`src/rtl/booth_mult_ctrl.sv`:
```
// booth_mult_ctrl: 32x32 signed radix-2 Booth multiplier, one step per clock.
// Optional MULT_ZERO_SKIP_EN finishes immediately when either operand is zero.
module booth_mult_ctrl (
  input  logic        clk,
  input  logic        reset,
  input  logic        ctrl_mult,
  input  logic [31:0] data_a,
  input  logic [31:0] data_b,
  output logic [31:0] data_result,
  output logic        data_exception,
  output logic        data_resultRDY,
  output logic        busy
);
  typedef enum logic [1:0] {IDLE, RUN, DONE} state_t;
  state_t      state, state_nx;
  logic [64:0] p, p_nx;
  logic [31:0] m, m_nx;
  logic [4:0]  count, count_nx;
  logic [32:0] acc, sum;
  logic        start, zero;
  always_ff @(posedge clk or negedge reset)
    if (!reset) begin
      state <= IDLE;
      p     <= '0;
      m     <= '0;
      count <= '0;
    end else begin
      state <= state_nx;
      p     <= p_nx;
      m     <= m_nx;
      count <= count_nx;
    end
  // The sum keeps a 33rd sign bit so the shift-in stays correct when M is -2^31.
  always_comb begin
    start    = ctrl_mult && state != RUN;
    acc      = {p[64], p[64:33]};
    sum      = p[1:0] == 2'b01 ? acc + {m[31], m} :
               p[1:0] == 2'b10 ? acc - {m[31], m} : acc;
`ifdef MULT_ZERO_SKIP_EN
    zero     = count == 5'd0 && (m == 32'd0 || p[32:1] == 32'd0);
`else
    zero     = 1'b0;
`endif
    state_nx = state;
    p_nx     = p;
    m_nx     = m;
    count_nx = count;
    if (start) begin
      state_nx = RUN;
      m_nx     = data_a;
      p_nx     = {32'd0, data_b, 1'b0};
      count_nx = 5'd0;
    end else if (state == RUN) begin
      p_nx     = zero ? 65'd0 : {sum, p[32:1]};
      count_nx = count + 5'd1;
      state_nx = zero || count == 5'd31 ? DONE : RUN;
    end else if (state == DONE)
      state_nx = IDLE;
  end
  assign data_result    = p[32:1];
  assign data_exception = !(&p[64:32] || ~|p[64:32]);
  assign data_resultRDY = state == DONE;
  assign busy           = state == RUN;
endmodule

```
`config.mk`:
```
export PLATFORM = sky130hd
export DESIGN_NAME = booth_mult_ctrl
export DESIGN_NICKNAME = d
export VERILOG_FILES = /design/src/rtl/booth_mult_ctrl.sv
export SDC_FILE = /design/constraint.sdc
export NUM_CORES = 1
export LEC_CHECK = 0
export ABC_CLOCK_PERIOD_IN_PS = 5800
export BUFFER_PORTS_ARGS = -buffer_cell sky130_fd_sc_hd__buf_2
export CAP_MARGIN = 20
export CORE_MARGIN = 4
export CORE_UTILIZATION = 60
export DETAILED_ROUTE_END_ITERATION = 12
export GPL_ROUTABILITY_DRIVEN = 0
export HOLD_SLACK_MARGIN = 0.15
export PLACE_DENSITY = 0.82
export SLEW_MARGIN = 20
export SYNTH_ARGS = -nofsm -noshare
export SYNTH_HDL_FRONTEND = slang
export SYNTH_SLANG_ARGS = --single-unit
```
`constraint.sdc`:
```
create_clock -name clk -period 5.8 [get_ports clk]
set_input_delay 1.16 -clock clk [delete_from_list [all_inputs] [get_ports clk]]
set_output_delay 1.16 -clock clk [all_outputs]
set_load 0.02 [all_outputs]
```
==> impl_results.md <==
* Initial Util at 0.613
* Syn_area_per_cell at roughly 8.4 µm²
* Mux cell area share after synthesis at 0.0470
* Startpoint types: flop
* Clk Latency, worst-skew pair at 0.38 ns
* Ys async rst share at 1.00
* Relative slew slack at 0.300
* Synth Cell Area at 8470 µm²
* Hold Crit Class: reg -> reg
* Critical path cell sequence: nor4_1 > nand4_1 > nor4_1 > a21oi_1 > buf_2
* Die height at ~130 µm
* Worst Tran Pin Value at ~1.0 ns
* Met2 routed WL at approximately 9500 µm
* Complex-gate fraction of the synthesized area at 0.258
* Setup Viol. Count Final at 0
* DRT iter0 DRCs at between 800 and 900
* Vias at 7582
* Period utilization at 0.608
* Routed Antenna Nets at 0
* H-tree depth at 3
* First-pass detailed-route iteration total at 5
* # DRC at 0
* Post-synthesis instance total at just over 1000
* Worst Path Arrival at roughly 2.4 ns
* Synthesis Warnings at 0
* Final Instance Area at roughly 9000 µm²
* Worst EP required at roughly 4.6 ns
* Area Overhead vs Synth at 6.78%
* XOR/XNOR Fraction of Synth Area at 0.0331
* Number of enable flip-flop cells after synthesis at 0
* Synth top area share at 0.307
* Synth Area in Simple Gates at 0.156
* WHS Path Cells at 1
* Instance count on the critical path at 5
* Final setup TNS at 0 ns
* Top routing layer in use: met4
* Ys flop type: dfrtp_1
* Critical path peak fanout at 6
* Final hold slack at between 0.5 and 0.6 ns
* First-pass GRT wire length at around 35000 µm
* Minimum clock period at 3.52 ns
* Max Clock Skew at 0.0219 ns
* Clock sinks at 104
* Nets at 1172
* CTS Buf Count at 9
* RSZ-0062 raised after global routing: no
* Post_cts resized at 0
* Number of synthesized register bits at around 100
* Top cells by area, synth: dfrtp_1 (31%), ha_1 (10%), o21ai_0 (6.8%)
* Root Buffer: clkbuf_16
* Delay of the slowest cell on the worst path at around 0.50 ns
* Status: completed
* Inserted Diodes at 0
* Slew Viols, Final at 0
* I/O Buffers at just over 100
* Area taken by multi-input logic gates at roughly 5000 µm²
* Max Cap Viol at 0
* CP most frequent cell: nor4_1
* Initial antenna violation count at 0
* Vias in the first global route at 7272
* Core footprint at about 14000 µm²
* Wirelength per Cell at between 15 and 20 µm
* FMAX at around 280 MHz
* Vias/cell at 6.21
* Worst path top cell family by delay: simple AND/OR/NAND/NOR gates
* Final setup margin at approximately 2.3 ns
* Fillers at between 1000 and 1500
* Die outline area at about 16000 µm²
* Buf/Inv on CP at 1
* Slowest library cell on the worst path: nor4_1
* I/O pin total at a little over 100
* Sequential area share after synthesis at 0.307
* Post-synth top cells: nand2_1 (126), o21ai_0 (115), dfrtp_1 (104)
* Die Span X at between 100 and 150 µm
* Max clock buf depth at 2
* TritonCTS clock tree: built
* Drt total wl at 21200 µm
* Crit end category: output pin
* Mapped Nets at 1148
* Num rows at 43
* Largest family of logic cells by synthesized area: compound AO/OA/AOI/OAI gates
* Fin. Hold Viols at 0
* Layout cells sized above 1 at 0.165
* Register area at roughly 2600 µm²
* Overflow after GRT at 0
* Setup bufs post-CTS at 0
* Hold_buf cts at 0
* Post-Place Cell Area at around 8700 µm²
* Post-synth cell types at 85
* Worst slack, placed at approximately 2.5 ns
* Synth area leader: dfrtp_1
* GR Util All Layers at 0.266
* Met3 wire length at around 1600 µm
* HPWL Detailed at roughly 15000 µm
* Clock slew at reported path FFs at around 0.08 ns
* M1 WL at 9600 µm
* Largest net degree at the start of global routing at 71
* Most frequent cell after synthesis: nand2_1
* Critical path class: reg -> out
* Adder-Cell Fraction of Synth Area at 0.105
* R2R cell count at 13
==> layer usage <==
metal  track usage  vias to the layer above
li1              -                     3600
met1         0.370                     3604
met2         0.413                      331
met3        0.0514                       47
met4        0.0965                        0
met5             0                        -
==> cells by family after synthesis <==
group,count (synthesis)
AOI/OAI and AO/OA,322
buffers and inverters,158
adders and majority gates,70
DFF,104
xor gates and xnor gates,32
muxes,39
and+or+nand+nor,286
==> final cells by class <==
cell class / count / area share
Clock buffer: 9 / 0.0249
Clock inverter: 7 / 0.00927
Inverter: 62 / 0.0257
Multi-Input combinational cell: 749 / 0.565
Sequential cell: 104 / 0.288
Tap cell: 180 / 0.0249
Timing Repair Buffer: 109 / 0.0628
==> cells in the final DEF, fill, tap and decap left out, types with 10 or more instances in the layout <==
cell type and n:
nand4_1 11, ha_1 67, nand2b_1 17, xnor2_1 28, nor4_1 16, dfrtp_1 104, mux2i_1 36, o221ai_1 16
inv_1 58, nor2_1 59, a21o_1 17, a21oi_1 61, o21ai_0 115, nand2_1 126, nand3_1 11, a221oi_1 10
buf_2 100
==> path summary, 6_finish.rpt <==
kind / from / end / slack, ns
worst max-delay path: p[38]$_DFFE_PN0P_ / data_exception / 2.28
worst min-delay path: count[4]$_DFFE_PN0P_ / count[4]$_DFFE_PN0P_ / 0.51
max in group asynchronous: reset / p[53]$_DFFE_PN0P_ / 3.89
worst min register to register: count[4]$_DFFE_PN0P_ / count[4]$_DFFE_PN0P_ / 0.51
min in group asynchronous: reset / p[60]$_DFFE_PN0P_ / 0.87
worst max register to register: p[33]$_DFFE_PN0P_ / p[50]$_DFFE_PN0P_ / 2.52
==> state kept, by name, summed over array words and instances (netlist names) <==
name / flops
count: 5
m: 32
p: 65
state: 2
==> per-stage QoR <==
step | cells | utilization
CTS | 1220 | 0.654
global route | 1220 | 0.654
floorplan | 1011 | -
detailed placement | 1204 | 0.632
global placement | 1204 | 0.632
finish | 1220 | 0.654
Power is left out: the tool's default activity adds up to more than one toggle a clock period on the data nets, which glitch-free logic cannot reach.
